### src/rtl/alu_unit_if.sv
// rtl/alu_unit_if.sv - operand/opcode and result bundle for alu_unit
//
// Ports (via modports):
//   master : drives in_valid, Arg1, Arg2, ALU_Control; receives out_valid, ALUResult, GES
//   slave  : the ALU side, mirror image of master
// Optional macro ALU_ZERO_FLAG_EN adds the Zero result flag to the bundle.
interface alu_unit_if #(
    parameter int WIDTH = 32
);
    logic             in_valid;
    logic [WIDTH-1:0] Arg1;
    logic [WIDTH-1:0] Arg2;
    logic [3:0]       ALU_Control;
    logic             out_valid;
    logic [WIDTH-1:0] ALUResult;
    logic [2:0]       GES;
`ifdef ALU_ZERO_FLAG_EN
    logic             Zero;

    modport master (
        output in_valid, Arg1, Arg2, ALU_Control,
        input  out_valid, ALUResult, GES, Zero
    );
    modport slave (
        input  in_valid, Arg1, Arg2, ALU_Control,
        output out_valid, ALUResult, GES, Zero
    );
`else
    modport master (
        output in_valid, Arg1, Arg2, ALU_Control,
        input  out_valid, ALUResult, GES
    );
    modport slave (
        input  in_valid, Arg1, Arg2, ALU_Control,
        output out_valid, ALUResult, GES
    );
`endif
endinterface

### src/rtl/alu_unit.sv
// rtl/alu_unit.sv - registered integer ALU with one-hot compare flags, one-cycle latency
//
// Ports:
//   clk   : rising-edge clock
//   rst_n : asynchronous active-low reset
//   bus   : alu_unit_if.slave
//           in_valid, Arg1, Arg2, ALU_Control  -> operation request
//           out_valid, ALUResult, GES[2:0]     <- registered result (GES = greater/equal/smaller)
// Optional macro ALU_ZERO_FLAG_EN adds bus.Zero, registered alongside ALUResult.
// WIDTH must match the WIDTH the interface instance was built with.
module alu_unit #(
    parameter int WIDTH = 32
) (
    input  logic      clk,
    input  logic      rst_n,
    alu_unit_if.slave bus
);
    localparam int SHW = $clog2(WIDTH);

    localparam logic [3:0] OP_ADD  = 4'b0000;
    localparam logic [3:0] OP_SUB  = 4'b0001;
    localparam logic [3:0] OP_SRL  = 4'b0010;
    localparam logic [3:0] OP_SRA  = 4'b0011;
    localparam logic [3:0] OP_SLL  = 4'b0100;
    localparam logic [3:0] OP_XOR  = 4'b0101;
    localparam logic [3:0] OP_OR   = 4'b0110;
    localparam logic [3:0] OP_AND  = 4'b0111;
    localparam logic [3:0] OP_CMPU = 4'b1000;
    localparam logic [3:0] OP_CMPS = 4'b1001;

    localparam logic [2:0] GES_GT = 3'b100;
    localparam logic [2:0] GES_EQ = 3'b010;
    localparam logic [2:0] GES_LT = 3'b001;

    logic [SHW-1:0]   shamt;
    logic [WIDTH-1:0] res_d;
    logic [2:0]       ges_d;
    logic             is_cmp;
    logic             is_arith;

    // Only the low SHW bits of Arg2 form the shift amount; upper bits are ignored.
    assign shamt    = bus.Arg2[SHW-1:0];
    assign is_cmp   = (bus.ALU_Control == OP_CMPU) || (bus.ALU_Control == OP_CMPS);
    assign is_arith = ~bus.ALU_Control[3];

    always_comb begin
        res_d = '0;
        ges_d = 3'b000;
        case (bus.ALU_Control)
            OP_ADD: res_d = bus.Arg1 + bus.Arg2;
            OP_SUB: res_d = bus.Arg1 - bus.Arg2;
            OP_SRL: res_d = bus.Arg1 >> shamt;
            OP_SRA: res_d = $unsigned($signed(bus.Arg1) >>> shamt);
            OP_SLL: res_d = bus.Arg1 << shamt;
            OP_XOR: res_d = bus.Arg1 ^ bus.Arg2;
            OP_OR:  res_d = bus.Arg1 | bus.Arg2;
            OP_AND: res_d = bus.Arg1 & bus.Arg2;
            OP_CMPU: begin
                if (bus.Arg1 > bus.Arg2)
                    ges_d = GES_GT;
                else if (bus.Arg1 == bus.Arg2)
                    ges_d = GES_EQ;
                else
                    ges_d = GES_LT;
            end
            OP_CMPS: begin
                if ($signed(bus.Arg1) > $signed(bus.Arg2))
                    ges_d = GES_GT;
                else if (bus.Arg1 == bus.Arg2)
                    ges_d = GES_EQ;
                else
                    ges_d = GES_LT;
            end
            default: begin
                res_d = '0;
                ges_d = 3'b000;
            end
        endcase
    end

    always_ff @(posedge clk or negedge rst_n) begin
        if (!rst_n) begin
            bus.out_valid <= 1'b0;
            bus.ALUResult <= '0;
            bus.GES       <= 3'b000;
        end else begin
            bus.out_valid <= bus.in_valid;
            if (bus.in_valid) begin
                bus.ALUResult <= res_d;
                bus.GES       <= ges_d;
            end
        end
    end

`ifdef ALU_ZERO_FLAG_EN
    logic zero_d;

    // Compare ops report equality; reserved opcodes never assert Zero.
    always_comb begin
        zero_d = 1'b0;
        if (is_arith)
            zero_d = (res_d == '0);
        else if (is_cmp)
            zero_d = (ges_d == GES_EQ);
    end

    always_ff @(posedge clk or negedge rst_n) begin
        if (!rst_n)
            bus.Zero <= 1'b0;
        else if (bus.in_valid)
            bus.Zero <= zero_d;
    end
`else
    logic unused_flags;
    assign unused_flags = is_cmp ^ is_arith;
`endif

endmodule

### src/flat_wrapper.sv
// flat-port wrapper written by rule: the top's interface ports become plain ports
module alu_unit_flat 
#(
    parameter int WIDTH = 32
)
  (clk, rst_n, bus_in_valid, bus_Arg1, bus_Arg2, bus_ALU_Control, bus_out_valid, bus_ALUResult, bus_GES);
  alu_unit_if #(.WIDTH(WIDTH)) bus_i ();
  input  logic clk;
  input  logic rst_n;
  input wire logic [$bits(bus_i.in_valid)-1:0] bus_in_valid;
  input wire logic [$bits(bus_i.Arg1)-1:0] bus_Arg1;
  input wire logic [$bits(bus_i.Arg2)-1:0] bus_Arg2;
  input wire logic [$bits(bus_i.ALU_Control)-1:0] bus_ALU_Control;
  output wire logic [$bits(bus_i.out_valid)-1:0] bus_out_valid;
  output wire logic [$bits(bus_i.ALUResult)-1:0] bus_ALUResult;
  output wire logic [$bits(bus_i.GES)-1:0] bus_GES;
  assign bus_i.in_valid = bus_in_valid;
  assign bus_i.Arg1 = bus_Arg1;
  assign bus_i.Arg2 = bus_Arg2;
  assign bus_i.ALU_Control = bus_ALU_Control;
  assign bus_out_valid = bus_i.out_valid;
  assign bus_ALUResult = bus_i.ALUResult;
  assign bus_GES = bus_i.GES;
  alu_unit #(.WIDTH(WIDTH)) u_core (.clk(clk), .rst_n(rst_n), .bus(bus_i));
endmodule
### config.mk
export PLATFORM = sky130hd
export DESIGN_NAME = alu_unit_flat
export DESIGN_NICKNAME = d
export VERILOG_FILES = /design/src/rtl/alu_unit_if.sv /design/src/rtl/alu_unit.sv /design/src/flat_wrapper.sv
export SDC_FILE = /design/constraint.sdc
export NUM_CORES = 1
export LEC_CHECK = 0
export CORE_ASPECT_RATIO = 1.75
export CORE_MARGIN = 2
export CORE_UTILIZATION = 45
export CTS_BUF_LIST = sky130_fd_sc_hd__clkbuf_2 sky130_fd_sc_hd__clkbuf_4 sky130_fd_sc_hd__clkbuf_8
export DETAILED_ROUTE_END_ITERATION = 12
export DONT_BUFFER_PORTS = 1
export PLACE_DENSITY_LB_ADDON = 0.1
export RECOVER_POWER = 50
export SYNTH_ARGS = -nofsm -noshare
export SYNTH_HDL_FRONTEND = slang
export SYNTH_SLANG_ARGS = --single-unit
### constraint.sdc
create_clock -name clk -period 1.6 [get_ports clk]
set_input_delay 0.48 -clock clk [delete_from_list [all_inputs] [get_ports clk]]
set_output_delay 0.48 -clock clk [all_outputs]
set_load 0.01 [all_outputs]
==> summary.md, run 1 <==
| Metric | Value |
|---|---|
| Hold Violations, Final | 0 |
| Max-cap violations | 0 |
| Endpoints failing setup | 35 |
| Startpoint Class | input pin |
| # fillers | 1839 |
| Flops & latches, synth | 36 |
| Synth Flop Type | dfrtp_1 |
| Num CTS Buffers | 5 |
| Horiz. Die Dim | 120 um |
| Antenna Nets Post-Route | 0 |
| Starting Density | 45.6% |
| Grt ovf | 0 |
| Setup Skew | 0 ps |
| Ant diodes | 0 |
| First element of the critical path | bus_Arg2[9] |
| Crit path time final | 2790 ps |
| Status | finished, violations left |
| I/O pin cnt | 107 |
| EDFF count, synth | 0 |
| Clock Sinks | 36 |
| Seq/Total Area, Yosys | 8.49% |
| Largest family of logic cells by synthesized area | compound AO/OA/AOI/OAI gates |
| Initial antenna violation count | 0 |
| Post-Synth Adder-Cell Area | 12.9% |
| Gpl congestion | 1.12 |
| Data arrival, critical path | 2970 ps |
| Compound-gate portion of the synthesized area | 34.9% |
| Worst Setup End Kind | register |
| Mux cell area share after synthesis | 13.5% |
| Placed Cells | 2186 |
| Synth cell types | 84 |
| Worst Path Max Fanout | 5 |
| Slew of the pin with the lowest slew margin | 1060 ps |
| Max H-tree Level | 2 |
| Hold Crit Start | bus_in_valid |
| Total power | 7.68 mW |
| Post-Synth Simple-Gate Area | 20.7% |
| Syn Area/Cell | 6.90 um^2 |
| Asr flop ratio synth | 100% |
| Nets@finish | 2135 |
| Share of layout cells above drive strength 1 | 43.0% |
| Die H | 207 um |
| Pwr per Cell Area | 463 nW/um^2 |
| Clk root buf | clkbuf_8 |
| Pre-CTS WS | -1740 ps |
| Vias in the first global route | 14600 |
| RSZ-0062 raised after global routing | true |
| Largest net degree at the start of global routing | 107 |
| Clock tree buffer depth | 2 |
| Period utilisation layout | 174% |
| Max Clk Rate | 0.359 GHz |
| Row cnt | 74 |
| WL per Instance | 26.7 um |
| Core footprint | 23200 um^2 |
| Type of the worst setup path | in -> reg |
| Mapped Cells | 1538 |
| Slew HR | 29.1% |
| Failing checks | setup timing |
| Worst-path clk slew | 90 ps |
| First-pass GRT wire length | 86800 um |
| XOR/XNOR share of the synthesized area | 1.16% |
| Worst-Skew Late Latency | 300 ps |
| Routed via count | 14800 |
| DPL Wire Length | 46500 um |
| Leak Pwr | 7.32 nW |
| Worst EP required | 1790 ps |
| CTS tree | done |
| Worst vdd ir | 0.302 mV |
| I/O Buffers | 0 |
| Pre-Repair DR Iteration Count | 6 |
| Worst r2r src | u_core.bus.ALUResult[26] |
| YS warnings | 0 |
| Tot GR Track Use | 45.9% |
| Fin cells | 2261 |
| Mapped Nets | 1717 |
| Fin. max-slew vios | 0 |
| Residual DRC | 0 |
| Mapped cell area | 10600 um^2 |
| Die ar. | 24900 um^2 |
| Min setup slack post-route | -1190 ps |
| Commonest non-fill, non-tap cells in the layout | buf_4 (468), nor2_1 (156), nand2_1 (145), a21oi_1 (125), o21ai_0 (96) |
| HP Class | in -> reg |
| DRT Wirelength | 60300 um |
| DRT iter0 DRCs | 1402 |
| Area growth syn-to-layout | 56.6% |
| DR vias/cell | 6.56 |
| Hold slack | 202 ps |
| Most common cell after layout, fill and taps aside | buf_4 |
[per-stage QoR]
step	util (%)	cell area (um^2)	setup TNS (ps)
final	71.5	16600	-29740
after global routing	71.5	16600	-31910
after CTS	69.2	16100	-26940
after detailed placement	61.8	14400	-44610
after global placement	61.8	14400	-43610
after floorplan	-	11100	-37680
[area by class of cell]
type / instances / area, um^2 / area share [%]
Clock buffer: 6 / 82.6 / 0.497
Clock inverter: 2 / 10.0 / 0.0603
Inverter: 93 / 448 / 2.70
Multi-Input combinational cell: 1288 / 10500 / 63.1
Sequential cell: 36 / 901 / 5.42
Tap cell: 304 / 380 / 2.29
Timing Repair Buffer: 532 / 4310 / 25.9
[worst max-delay path, stage by stage]
cell and delay [ps]:
clkinvlp_4 120, ha_4 350, buf_6 110, buf_4 130
a41o_1 190, a21oi_2 50, a2bb2oi_2 150, a41oi_4 290
a41oi_4 210, or3_4 370, and3_4 190, nor4_4 260
a311oi_2 70
[per-layer routing]
layer | vias up | wire length (um) | global-route usage [%]
met4 | 0 | 6250 | 37.2
met5 | - | 0 | 0
met2 | 934 | 28300 | 77.2
li1 | 6534 | - | -
met1 | 7066 | 21100 | 50.7
met3 | 297 | 4660 | 6.08
[flip-flops by register name (all words and copies together) (netlist names)]
signal / flops
u_core.bus.GES: 3
u_core.bus.ALUResult: 32
u_core.bus.out_valid: 1
[power by group]
part	switching [mW]	internal, mW
Sequential	0.172	1.01
Clock	0.393	0.345
Combinational	2.95	2.81
Total	3.52	4.17
[kinds of logic after synthesis]
kind of cell,Yosys count
flip-flops,36
buffers and inverters,214
XOR/XNOR,14
adder cells (fa/ha/maj),108
multiplexers,109
AND/OR/NAND/NOR,485
AO/OA/AOI/OAI,572
[final timing paths]
kind | cells past startpoint | slack (ps) | endpoint
max reg2reg | 8 | -410 | u_core.bus.ALUResult[26]
min in group asynchronous | 1 | 350 | u_core.bus.ALUResult[25]
max in group asynchronous | 1 | 590 | u_core.bus.ALUResult[9]
max | 13 | -1190 | u_core.bus.ALUResult[31]
min reg2reg | 1 | 580 | u_core.bus.GES[1]
min | 0 | 200 | u_core.bus.out_valid
[cells in the mapped netlist (14+ instances only)]
library cell / instances / area, um^2
nand2_1: 151 / 567
mux2i_1: 65 / 651
mux4_2: 25 / 563
ha_1: 106 / 1330
o21ai_0: 130 / 651
a211oi_1: 30 / 225
nor3_1: 38 / 190
nor2_1: 167 / 627
nand3_1: 24 / 120
o22ai_1: 16 / 100
o2111ai_1: 14 / 123
a221oi_1: 19 / 166
mux2_2: 18 / 203
clkbuf_1: 68 / 255
o221ai_1: 19 / 166
a21o_1: 19 / 143
dfrtp_1: 36 / 901
a31oi_1: 30 / 188
nor4_1: 16 / 100
nand2b_1: 15 / 93.8
a21oi_1: 165 / 826
o211ai_1: 21 / 158
buf_2: 35 / 175
inv_1: 91 / 342
[timing repair]
action / 4_1_cts / 5_1_grt
cloned: 1 / 0
hold buffers: 1 / 0
setup buffers: 50 / 25
endpoints found under the hold margin: 36 / 0
endpoints found under the setup margin: 35 / 35
gates resized for setup: 272 / 79
pin swaps: 128 / 87
Power figures use the tool's default switching activity.
==> run 2: changes to the inputs <==
Settings changed: ABC_CLOCK_PERIOD_IN_PS set to 1600, MAX_ROUTING_LAYER set to met4, TNS_END_PERCENT set to 5.
==> summary.md, run 2 (synthesized netlist as in run 1, its figures left out) <==
| Metric | Value |
|---|---|
| Max H-tree Level | 2 |
| Area growth syn-to-layout | 47.4% |
| Setup Skew | 0 ps |
| Worst vdd ir | 0.338 mV |
| Design area | 15600 um^2 |
| Pwr per Cell Area | 467 nW/um^2 |
| Max Clk Rate | 0.366 GHz |
| Fin. max-slew vios | 0 |
| Dpl cell area | 14300 um^2 |
| Commonest non-fill, non-tap cells in the layout | buf_4 (480), nor2_1 (164), nand2_1 (146), a21oi_1 (144), o21ai_0 (105) |
| Worst EP required | 1830 ps |
| Failing checks | setup timing |
| Nets@finish | 2103 |
| Worst Path Max Fanout | 4 |
| Slew HR | 54.4% |
| Vias in the first global route | 14000 |
| DR vias/cell | 6.45 |
| Worst-path clk slew | 100 ps |
| Slew of the pin with the lowest slew margin | 677 ps |
| Data arrival, critical path | 2960 ps |
| DPL Wire Length | 46500 um |
| RSZ-0062 raised after global routing | true |
| Fin cells | 2229 |
| Crit path time final | 2730 ps |
| Type of the worst setup path | in -> reg |
| Status | finished, violations left |
| Grt ovf | 0 |
| Clk root buf | clkbuf_8 |
| Antenna Nets Post-Route | 0 |
| Worst-Skew Late Latency | 320 ps |
| Max-cap violations | 0 |
| Share of layout cells above drive strength 1 | 38.4% |
| Horiz. Die Dim | 120 um |
| Gpl congestion | 1.08 |
| Die ar. | 24900 um^2 |
| Total power | 7.29 mW |
| HP Class | in -> reg |
| Tot GR Track Use | 46.4% |
| Hold Violations, Final | 0 |
| I/O Buffers | 0 |
| Row cnt | 74 |
| CTS tree | done |
| Biggest register | u_core.bus.ALUResult |
| Routed via count | 14400 |
| Endpoints failing setup | 35 |
| Clock Sinks | 36 |
| Most common cell after layout, fill and taps aside | buf_4 |
| Largest registers | u_core.bus.ALUResult (32), u_core.bus.GES (3), u_core.bus.out_valid (1) |
| Largest net degree at the start of global routing | 107 |
| WL per Instance | 26.1 um |
| First-pass GRT wire length | 84700 um |
| Num CTS Buffers | 5 |
| Residual DRC | 0 |
| Min setup slack post-route | -1130 ps |
| Die H | 207 um |
| Ant diodes | 0 |
| Leak Pwr | 6.98 nW |
| DRT Wirelength | 58100 um |
| Clock tree buffer depth | 2 |
| Period utilisation layout | 171% |
| Max reg flops | 32 |
| Startpoint Class | input pin |
| DRT iter0 DRCs | 1209 |
| Core footprint | 23200 um^2 |
| Worst Setup End Kind | register |
| Placed Cells | 2208 |
| I/O pin cnt | 107 |
| Pre-Repair DR Iteration Count | 8 |
| Starting Density | 45.6% |
| Initial antenna violation count | 1 |
-- run 2: changes by cell type in the layout (fill, tap and decap cells not counted), sizes merged --
cell / change
inv: +3
clkinvlp: -2
clkinv: -3
dlygate4sd3: +1
clkbuf: +2
buf: -33
-- run 2: worst max-delay path, cell delays in order --
cell,delay (ps)
inv_1,100
ha_4,240
buf_4,140
nor4_1,280
o21ai_1,230
o21ai_2,160
o2111ai_2,180
a21oi_1,150
buf_4,160
o31a_1,190
o22ai_4,110
a211o_1,280
a32o_1,250
-- run 2: power breakdown --
group / switching, mW / internal, mW / leakage, nW
Sequential: 0.178 / 1.01 / 0.449
Combinational: 2.75 / 2.53 / 6.48
Clock: 0.438 / 0.388 / 0.0523
Total: 3.36 / 3.93 / 6.98
-- run 2: layout make-up --
class	instances	area (um^2)
inverter	93	404
tap	304	380
multi-input combinational	1288	9990
fill	2137	7610
clock buffer	8	97.6
sequential	36	901
timing repair buffer	500	3850
-- run 2: worst paths after layout --
path	start	end	slack (ps)	depth (start not counted)
max	bus_Arg2[7]	u_core.bus.ALUResult[29]	-1130	13
min	bus_in_valid	u_core.bus.out_valid	190	0
max reg2reg	u_core.bus.ALUResult[26]	u_core.bus.ALUResult[26]	-360	8
min reg2reg	u_core.bus.GES[1]	u_core.bus.GES[1]	560	1
max in group asynchronous	rst_n	u_core.bus.ALUResult[1]	440	2
min in group asynchronous	rst_n	u_core.bus.ALUResult[28]	740	2
-- run 2: repair_timing --
action	in CTS	in global routing
gates resized for setup	144	87
hold endpoints to repair	36	0
pin swaps	59	45
setup buffers	8	4
hold buffers	2	0
endpoints found under the setup margin	35	35
-- run 2: metal layers --
layer / vias up / track usage (%) / part of all wire (%)
li1: 6469 / - / -
met1: 6793 / 49.2 / 34
met2: 815 / 75.6 / 47
met3: 304 / 7.85 / 7.8
met4: 0 / 36.0 / 11
met5: - / - / 0
-- run 2: stage by stage --
step,utilization (%),hold WS [ps],setup TNS [ps],worst slack [ps]
after floorplan,-,184,-40880,-1460
after global placement,61.5,185,-45470,-2330
after CTS,65.3,187,-27600,-1050
after detailed placement,61.5,186,-46300,-2280
after global routing,67.3,187,-31160,-1210
final,67.3,191,-28830,-1130
